File: src/rtl/seq_arith_unit.sv
// Sequential arithmetic unit: registers op_a+op_b on accept, then forms op_a*op_b
// with a fixed-length shift-and-add loop and holds both until consumed downstream.
module seq_arith_unit #(
  parameter int WIDTH = 8
) (
  input  logic                 clk,
  input  logic                 rst_n,
  input  logic                 in_valid,
  output logic                 in_ready,
  input  logic [WIDTH-1:0]     op_a,
  input  logic [WIDTH-1:0]     op_b,
  output logic                 out_valid,
  input  logic                 out_ready,
  output logic [WIDTH:0]       sum,
  output logic [2*WIDTH-1:0]   product,
  output logic                 busy,
  output logic [7:0]           op_count
);

  localparam int CNT_W = $clog2(WIDTH + 1);
  localparam logic [CNT_W-1:0] LAST_ITER = CNT_W'(WIDTH - 1);

  typedef enum logic [1:0] {
    IDLE = 2'd0,
    MUL  = 2'd1,
    DONE = 2'd2
  } state_t;

  state_t               state;
  logic [2*WIDTH-1:0]   mcand;
  logic [WIDTH-1:0]     mplier;
  logic [2*WIDTH-1:0]   acc;
  logic [2*WIDTH-1:0]   acc_next;
  logic [CNT_W-1:0]     iter;

  // Partial product for the current multiplier bit; also feeds the final product load.
  always_comb begin
    acc_next = acc;
    if (mplier[0]) begin
      acc_next = acc + mcand;
    end
  end

  always_ff @(posedge clk or negedge rst_n) begin
    if (!rst_n) begin
      state     <= IDLE;
      in_ready  <= 1'b1;
      out_valid <= 1'b0;
      busy      <= 1'b0;
      mcand     <= '0;
      mplier    <= '0;
      acc       <= '0;
      iter      <= '0;
      sum       <= '0;
      product   <= '0;
      op_count  <= '0;
    end else begin
      case (state)
        IDLE: begin
          if (in_valid) begin
            mcand    <= {{WIDTH{1'b0}}, op_a};
            mplier   <= op_b;
            acc      <= '0;
            iter     <= '0;
            sum      <= {1'b0, op_a} + {1'b0, op_b};
            state    <= MUL;
            in_ready <= 1'b0;
            busy     <= 1'b1;
          end
        end
        MUL: begin
          acc    <= acc_next;
          mcand  <= mcand << 1;
          mplier <= mplier >> 1;
          iter   <= iter + CNT_W'(1);
          // Always WIDTH iterations, so latency never depends on operand values.
          if (iter == LAST_ITER) begin
            product   <= acc_next;
            state     <= DONE;
            busy      <= 1'b0;
            out_valid <= 1'b1;
          end
        end
        DONE: begin
          if (out_ready) begin
            state     <= IDLE;
            out_valid <= 1'b0;
            in_ready  <= 1'b1;
            op_count  <= op_count + 8'd1;
          end
        end
        default: begin
          state     <= IDLE;
          in_ready  <= 1'b1;
          out_valid <= 1'b0;
          busy      <= 1'b0;
        end
      endcase
    end
  end

endmodule

File: config.mk
export PLATFORM = sky130hd
export DESIGN_NAME = seq_arith_unit
export DESIGN_NICKNAME = d
export VERILOG_FILES = /design/src/rtl/seq_arith_unit.sv
export SDC_FILE = /design/constraint.sdc
export NUM_CORES = 1
export LEC_CHECK = 0
export ABC_AREA = 1
export BUFFER_PORTS_ARGS = -buffer_cell sky130_fd_sc_hd__buf_2
export CAP_MARGIN = 40
export CORE_MARGIN = 2
export CORE_UTILIZATION = 25
export CTS_BUF_LIST = sky130_fd_sc_hd__clkbuf_4 sky130_fd_sc_hd__clkbuf_8
export DETAILED_ROUTE_END_ITERATION = 6
export GPL_TIMING_DRIVEN = 1
export SLEW_MARGIN = 5
export SYNTH_ARGS = -nofsm -noshare
export SYNTH_HDL_FRONTEND = slang
export SYNTH_SLANG_ARGS = --single-unit
File: constraint.sdc
create_clock -name clk -period 4.8 [get_ports clk]
set_input_delay 0.48 -clock clk [delete_from_list [all_inputs] [get_ports clk]]
set_output_delay 0.48 -clock clk [all_outputs]
set_load 0.05 [all_outputs]
Word-level counts from Yosys, hierarchy flattened:

Index checks and enable logic that the tools add are counted.

* bitwise operators: 3
* equal/unequal tests: 6
* add/subtract/negate cells: 4
* mux-type cells: 22
* reductions and logical operators: 10

Operators with widths (number)
* $pmux 16 s2: 2
* $mux 16: 3
* $add 16x16->16: 1
* $pmux 8 s2: 1
* $reduce_and 3->1: 4
* $add 8x8->9: 1
* $pmux 1 s3: 3
* $add 8x1->8 const B: 1
* $mux 8: 1
* $pmux 4 s2: 1
* $reduce_and 2->1: 4
* $mux 1: 6
* $mux 2: 3
* $ne 2x2->1 const B: 3
* $pmux 2 s3: 1
* $add 4x1->4 const B: 1
* $eq 4x3->1 const B: 1
* $mux 4: 1
* $not 1->1: 3
* $eq 2x1->1 const B: 1
* $eq 2x2->1 const B: 1
* $logic_not 2->1: 1
* $reduce_bool 2->1: 1

* output and inout bits: 36
* logic and storage cells: 56
* input port bits: 20
* register bits after elaboration: 82

Logic depth before layout (Yosys ltp):

Gate-level depths: netlist of the first run.

* word-level depth: 3
* depth in mapped cells: 12
* depth with buffers taken out: 12

Least setup slack after synthesis of the first run:

No wires, ideal clock.

* path type: input-to-reg
* from: input op_a[0]
* to: register sum[8]
* buffers on the path: 0
* stages: 10
* required time: 4.677 ns
* arrival: 1.705 ns
* setup slack: 2.972 ns
* setup time: 0.123 ns
* path through: ha_1 fa_1 nand3_1 nand2_1 nand2_1 nand2_1 a21oi_1 nor2_1 o21ai_0 nand2_1

* cells in the longest elaborated chain, start to end: 1

Ends and longest elaborated chain
* start, declared: line 10 `input logic [WIDTH-1:0] op_a,`
* $add 8x8->9: line 65 `sum <= {1'b0, op_a} + {1'b0, op_b};`
* end signal, assigned: line 65
* end, declared: line 14 `output logic [WIDTH:0] sum,`

Every way passes these cells.
A chain may end at the register's enable or synchronous reset.

Final worst setup path of the first run:

* from: register state[1]
* to: register acc[1]

* cells in the longest elaborated chain, start to end: 3
* elaborated cells between the ends (all ways): 6
* classes of those cells: eq/ne (2); mux (1); reduce/logical (3)

Ends and longest elaborated chain
* start, declared: line 29 `state_t state;`
* start signal, assigned: line 46 `state <= IDLE;`
* start signal, assigned: line 66 `state <= MUL;`
* start signal, assigned: line 79 `state <= DONE;`
* $eq 2x1->1 or $logic_not 2->1 (tied branches): line 58 `case (state)`
* $reduce_bool 2->1 (no line) or $ne 2x2->1 (tied branches)
* $reduce_and 2->1 (no line)
* end signal, assigned: line 72 `acc <= acc_next;`
* end, declared: line 32 `logic [2*WIDTH-1:0] acc;`

Parallel ways exist; a longest one is shown, timed or not.

==> run_results.csv, run 1 <==
group,metric,value,unit
logic_synthesis,post_synth_num_cell_types,31,
logic_synthesis,yosys_register_bits,82,
cts,post_cts_resize_count,0,
worst_setup_path,end_kind,"register",
route,final_antenna_net_count,0,
logic_synthesis,synthTopCellsByCount,"nand2_1, dfrtp_1, inv_1",
placement,dp.final_hpwl,8011,um
logic_synthesis,netlist_instances,571,
final_layout,area_delta_synth_final,16.02,%
grt,pin_count_of_the_biggest_net_entering_global_routing,54,
cts,tritoncts,"built",
final_layout,insertedDiodeCount,0,
logic_synthesis,synth_area_per_cell,7.932,sq um
logic_synthesis,yosys.cell_count.top_type,"nand2_1",
timing,post-route-period-util,0.4637,
route,dr_total_vias,3792,
route,route.detailed.wl_per_inst,12.44,um
flow_run,max_cap_violations,0,
timing,fin_skew,8.615,ps
placement,gp_congestion,0.8488,
logic_synthesis,synth.area.top_cells,"dfrtp_1, nand2_1, ha_1, inv_1, nand3_1",
floorplan,die-area,19210,sq um
logic_synthesis,most_used_flip_flop_cell_after_synthesis,"dfrtp_1",
timing,final_setup_violation_count,0,
route,drt_pass1_iterations,4,
logic_synthesis,synth_enable_flop_cells,0,
logic_synthesis,sequential_share_of_the_synthesized_area,0.4533,
cts,clock_sinks,82,
timing,worst_pin_slew,827.3,ps
cts,htree_levels,3,
worst_setup_path,worst_setup_path_start_kind,"register",
final_layout,drive_gt1_frac,0.1537,
final_layout,final_cell_utilization_of_the_core,0.2946,
worst_setup_path,timing.rr.start,"state[1]",
timing,timing.max_slew.rel_slack,0.4485,
route,detail_route.drc_violations,0,
worst_setup_path,required,5080,ps
worst_setup_path,timing_worst_setup_path_type,"reg -> reg",
floorplan,floorplan.die.width,138.6,um
cts,cts_setup_buffers,0,
timing,maxSlewViolCount,0,
route,route.final.wire_length,10700,um
logic_synthesis,synth.cell_area,4529,sq um
floorplan,die_height,138.6,um
grt,grt_pass1_wl,18330,um
grt,grt-ovfl-total,0,
timing,final_hold_viol_count,0,
placement,number_of_port_buffers,55,
worst_setup_path,setup.worst_path.start,"state[1]",
floorplan,ioPinCount,56,
pwr,power.leakage,2.792,nW
logic_synthesis,postSynthNetCount,618,
cts,cts.reportedPaths.clkPinSlew,80,ps
worst_setup_path,crit_path_max_fanout,29,
final_layout,layout.filler_cells,1907,
grt,first_global_vias,3712,
logic_synthesis,yosysTopAreaCellShare,0.4475,
cts,clock_tree.buffer_depth,2,
logic_synthesis,synthArstFlopShare,1.000,
logic_synthesis,yosys.area.top_type,"dfrtp_1",
timing,postLayoutSetupSlackWorst,2574,ps
cts,cts_buffers,9,
timing,final.hold.worst_slack,53.31,ps
pwr,irDropWorstVdd,0.4189,mV
pwr,power-per-cell-area,780.1,nW/um^2
cts,clk-insertion-delay-late,360,ps
cts,root_buffer,"clkbuf_8",
placement,place_ws,2413,ps
cts,post_cts_hold_buffer_count,0,
min_path,worst_hold_path_type,"in -> async",
grt,number_of_antenna_violations_at_the_first_check_in_global_routing,0,
floorplan,placeableCoreArea,17840,sq um
timing,finalWorstPathRequiredPeriod,2226,ps
floorplan,floorplan.initialDensity,0.2539,
grt,track_usage,0.1162,
logic_synthesis,synth-warning-count,0,
route,viasPerCell,4.409,
route,first_iter_violations,155,
floorplan,floorplan.rows,49,
worst_setup_path,arrival,2500,ps
outcome,status,"finished clean",
timing,setup_repair_after_global_routing_missed_its_margin,"false",
final_layout,nNetsFinal,673,
timing,final_total_negative_setup_slack,0,ps
timing,fmax,0.4493,GHz
## worst max-delay path, cell delays in order, from the launching register on
cell,delay (ps)
dfrtp_1,420
nor2_1,80
nand2_1,60
buf_4,290
inv_2,180
nor2_2,510
inv_1,350
o21ai_0,230
## per-layer routing
metal / part of all wire / routed length [um] / GRT usage
met2: 0.47 / 5019 / 0.1910
met3: 0.032 / 344 / 0.01623
met1: 0.48 / 5159 / 0.1584
met4: 0.016 / 173 / 0.03813
met5: 0 / 0 / 0
## per-stage QoR
step,power [mW],std cells,instance area [sq um]
after floorplan,3.081,571,4529
after global placement,3.615,843,5041
after detailed placement,3.647,844,5069
after CTS,4.146,860,5255
after global routing,4.518,860,5255
final,4.099,860,5255
## flip-flops by register name, summed over array words and instances, names as in the netlist, 2 cells and up
register,cells
acc,16
mplier,8
state,2
product,16
mcand,16
op_count,8
iter,4
sum,9
## layout make-up
type | instances | area (sq um) | area share
clock buffers | 14 | 173.9 | 0.03310
clock inverters | 2 | 12.51 | 0.002381
repair buffers | 58 | 320.3 | 0.06095
well taps | 229 | 286.5 | 0.05452
multi-input cells | 394 | 2105 | 0.4005
inverters | 81 | 304.0 | 0.05786
flip-flops and latches | 82 | 2053 | 0.3907
## cell families (layout without fill, tap and decap cells)
group                      count (synthesis)  after routing  share of synthesized area
and+or+nand+nor                          263            263                     0.2497
buffers and inverters                     95            155                    0.08204
AOI/OAI and AO/OA                         91             91                     0.1119
DFF                                       82             82                     0.4533
adders and majority gates                 27             27                    0.07790
xor gates and xnor gates                  13             13                    0.02514
## cells in the final DEF, fill, tap and decap left out, types with 4 or more instances in the layout
master and count:
inv_2 5, nand3_1 44, nor2_1 26, nand4_1 4
buf_2 54, a21oi_1 32, xnor2_1 8, dfrtp_1 81
clkbuf_8 11, o22ai_1 24, ha_1 25, inv_1 75
nor3_1 4, xor2_1 5, nand2_1 165, o21ai_0 28
or2_2 12
## final timing paths
kind / endpoint / slack (ps) / depth (start not counted)
max reg2reg: acc[1] / 2570 / 7
min in group clk: state[1] / 360 / 2
min: sum[2] / 50 / 1
min reg2reg: sum[0] / 480 / 2
max: acc[1] / 2570 / 7
max in group asynchronous: product[15] / 4130 / 2
## power by group
part	total, mW	internal, mW	switching, mW
Sequential	1.24	1.00	0.236
Combinational	2.38	0.775	1.60
Clock	0.484	0.234	0.250
Total	4.10	2.01	2.09
Power figures use the tool's default switching activity.
==> run 2, diff against run 1 <==
--- a/config.mk
+++ b/config.mk
@@ -5,7 +5,7 @@
 export SDC_FILE = /design/constraint.sdc
 export NUM_CORES = 1
 export LEC_CHECK = 0
-export ABC_AREA = 1
+export ABC_AREA = 0
 export BUFFER_PORTS_ARGS = -buffer_cell sky130_fd_sc_hd__buf_2
 export CAP_MARGIN = 40
 export CORE_MARGIN = 2
==> constraint.sdc (replaced) <==
create_clock -name clk -period 2.14 [get_ports clk]
set_input_delay 0.214 -clock clk [delete_from_list [all_inputs] [get_ports clk]]
set_output_delay 0.214 -clock clk [all_outputs]
set_load 0.05 [all_outputs]
==> run_results.csv, run 2 <==
group,metric,value,unit
placement,gp_congestion,0.8286,
timing,worst_pin_slew,723.9,ps
route,wl_met1,5451,um
logic_synthesis,postSynthNetCount,507,
grt,grt_pass1_wl,18330,um
grt,first_global_vias,3555,
floorplan,floorplan.die.width,136.3,um
timing,setup_repair_after_global_routing_missed_its_margin,"true",
logic_synthesis,netlist_instances,460,
grt,grt-ovfl-total,0,
route,drt_pass1_iterations,5,
grt,track_usage,0.1262,
timing,fmax,0.4265,GHz
logic_synthesis,synth_area_per_cell,9.515,sq um
logic_synthesis,sequential_share_of_the_synthesized_area,0.4691,
route,first_iter_violations,176,
timing,fin_skew,14.16,ps
floorplan,floorplan.initialDensity,0.2548,
worst_setup_path,worst_setup_path_start_kind,"register",
worst_setup_path,timing_worst_setup_path_type,"reg -> reg",
final_layout,layout_commonest_cell,"dfrtp_1",
route,detail_route.drc_violations,0,
cts,clk-insertion-delay-late,380,ps
worst_setup_path,required,2440,ps
outcome,status,"complete, but fails checks",
worst_setup_path,end_kind,"register",
floorplan,floorplan.rows,48,
route,met3RoutedLength,417,um
logic_synthesis,yosysTopAreaCellShare,0.4631,
outcome,failed_checks,"setup timing",
floorplan,die_height,136.3,um
placement,placed_cells_incl_taps,771,
final_layout,nNetsFinal,618,
route,route.detailed.wl_per_inst,13.69,um
timing,timing.max_slew.rel_slack,0.5156,
timing,post-route-period-util,1.096,
final_layout,area_delta_synth_final,31.73,%
cts,tritoncts,"built",
logic_synthesis,synth.area.top_cells,"dfrtp_1, ha_1, nand2_1, o21ai_0, nor2_1",
pwr,irDropWorstVdd,0.6552,mV
grt,number_of_antenna_violations_at_the_first_check_in_global_routing,0,
cts,root_buffer,"clkbuf_8",
grt,pin_count_of_the_biggest_net_entering_global_routing,42,
final_layout,final_standard_cell_count_with_taps_included_and_fillers_excluded,801,
min_path,worst_hold_path_type,"in -> reg",
route,highest-signal-layer,"met4",
timing,maxSlewViolCount,0,
route,viasPerCell,4.549,
pwr,power-per-cell-area,1804,nW/um^2
timing,postLayoutSetupSlackWorst,-204.5,ps
logic_synthesis,synth-warning-count,0,
cts,clock_tree.buffer_depth,2,
placement,number_of_port_buffers,55,
final_layout,layout.filler_cells,1813,
logic_synthesis,synth.cell_area,4377,sq um
cts,cts.reportedPaths.clkPinSlew,90,ps
cts,clock_sinks,82,
worst_setup_path,arrival,2650,ps
cts,cts_buffers,9,
route,routed-wl-met2,4875,um
timing,final_setup_violation_count,10,
floorplan,die-area,18580,sq um
worst_setup_path,crit_path_max_fanout,3,
final_layout,final_cell_utilization_of_the_core,0.3357,
route,final_antenna_net_count,0,
floorplan,ioPinCount,56,
placement,dp.final_hpwl,7890,um
timing,finalWorstPathRequiredPeriod,2344,ps
timing,final_hold_viol_count,0,
timing,final.hold.worst_slack,46.82,ps
logic_synthesis,yosys.area.top_type,"dfrtp_1",
flow_run,max_cap_violations,0,
pwr,power.leakage,2.824,nW
final_layout,drive_gt1_frac,0.3021,
route,route.final.wire_length,10960,um
final_layout,insertedDiodeCount,0,
final_layout,biggestRegsByFlops,"acc (16), mcand (16), product (16)",
logic_synthesis,yosys.cell_count.top_type,"dfrtp_1",
logic_synthesis,yosys_register_bits,82,
logic_synthesis,post_synth_num_cell_types,47,
final_layout,most-common-layout-cells,"dfrtp_1, nand2_1, buf_4",
logic_synthesis,synthArstFlopShare,1.000,
logic_synthesis,synthTopCellsByCount,"dfrtp_1, nand2_1, nor2_1",
logic_synthesis,synth_enable_flop_cells,0,
floorplan,placeableCoreArea,17180,sq um
cts,htree_levels,3,
route,dr_total_vias,3644,
logic_synthesis,most_used_flip_flop_cell_after_synthesis,"dfrtp_1",
run 2: cell types whose count changed after synthesis, moves of 13 or more:
| cell | previous run | this run |
|---|---|---|
| nand3_1 | 44 | 7 |
| nor2_1 | 26 | 43 |
| nand2_1 | 165 | 71 |
| mux2i_1 | 0 | 13 |
| inv_1 | 75 | 6 |
run 2: per-layer routing:
layer | vias up | track usage
met5 | - | 0
met4 | 0 | 0.04630
met3 | 20 | 0.02647
met2 | 63 | 0.1904
met1 | 1710 | 0.1774
li1 | 1851 | -
run 2: cell families (layout without fill, tap and decap cells):
family | after synthesis | in the layout | share of synthesized area
XOR/XNOR | 27 | 27 | 0.05403
multiplexers | 14 | 14 | 0.03230
adder cells (fa/ha/maj) | 27 | 27 | 0.08062
AO/OA/AOI/OAI | 127 | 127 | 0.1835
AND/OR/NAND/NOR | 153 | 153 | 0.1518
flip-flops | 82 | 82 | 0.4691
buffers and inverters | 30 | 146 | 0.02859
run 2: path summary, 6_finish.rpt:
| path | start | endpoint | slack (ps) | depth (start not counted) |
|---|---|---|---|---|
| setup / recovery | mcand[0] | product[12] | -200 | 9 |
| hold / removal | op_b[7] | mplier[7] | 50 | 3 |
| setup reg to reg | mcand[0] | product[12] | -200 | 9 |
| hold reg to reg | op_count[7] | op_count[7] | 470 | 1 |
| max in group asynchronous | rst_n | in_ready | 1260 | 3 |
| min in group asynchronous | rst_n | product[14] | 290 | 2 |
run 2: cell type report:
class | instances | area [sq um] | area share
multi-input cells | 348 | 2384 | 0.4134
flip-flops and latches | 82 | 2054 | 0.3563
repair buffers | 124 | 822.0 | 0.1426
well taps | 225 | 281.5 | 0.04883
clock buffers | 9 | 123.9 | 0.02148
clock inverters | 7 | 77.57 | 0.01345
inverters | 6 | 22.52 | 0.003906
run 2: critical path, stage by stage (launching register included):
cell       delay (ps)
dfrtp_1           390
ha_2              200
fa_2              390
a21oi_4           170
o21ai_2            90
a21oi_4           210
o2111ai_2         130
and3_1            180
or3_1             360
a21oi_1           130
run 2: stage by stage:
step,worst slack (ps),power (mW),cell area (sq um),setup TNS (ps)
after CTS,-174.0,9.921,5535,-359.1
after global routing,-303.2,11.30,5766,-2557
after floorplan,-35.76,6.592,4382,-43.05
final,-204.5,10.40,5766,-1165
after detailed placement,-136.9,8.565,5268,-394.0
after global placement,-97.67,8.475,5256,-275.3
run 2: power breakdown:
part | switching [mW] | total, mW | internal [mW]
Combinational | 3.63 | 6.47 | 2.85
Clock | 0.632 | 1.18 | 0.551
Sequential | 0.525 | 2.74 | 2.22
run 2: what timing repair did:
item                                    4_1_cts  5_1_grt
pin swaps                                     5       18
hold buffers                                  1        0
hold endpoints to repair                     25        0
endpoints found under the setup margin        9       17
gates resized for setup                      10       23
buffers inserted                              3       11
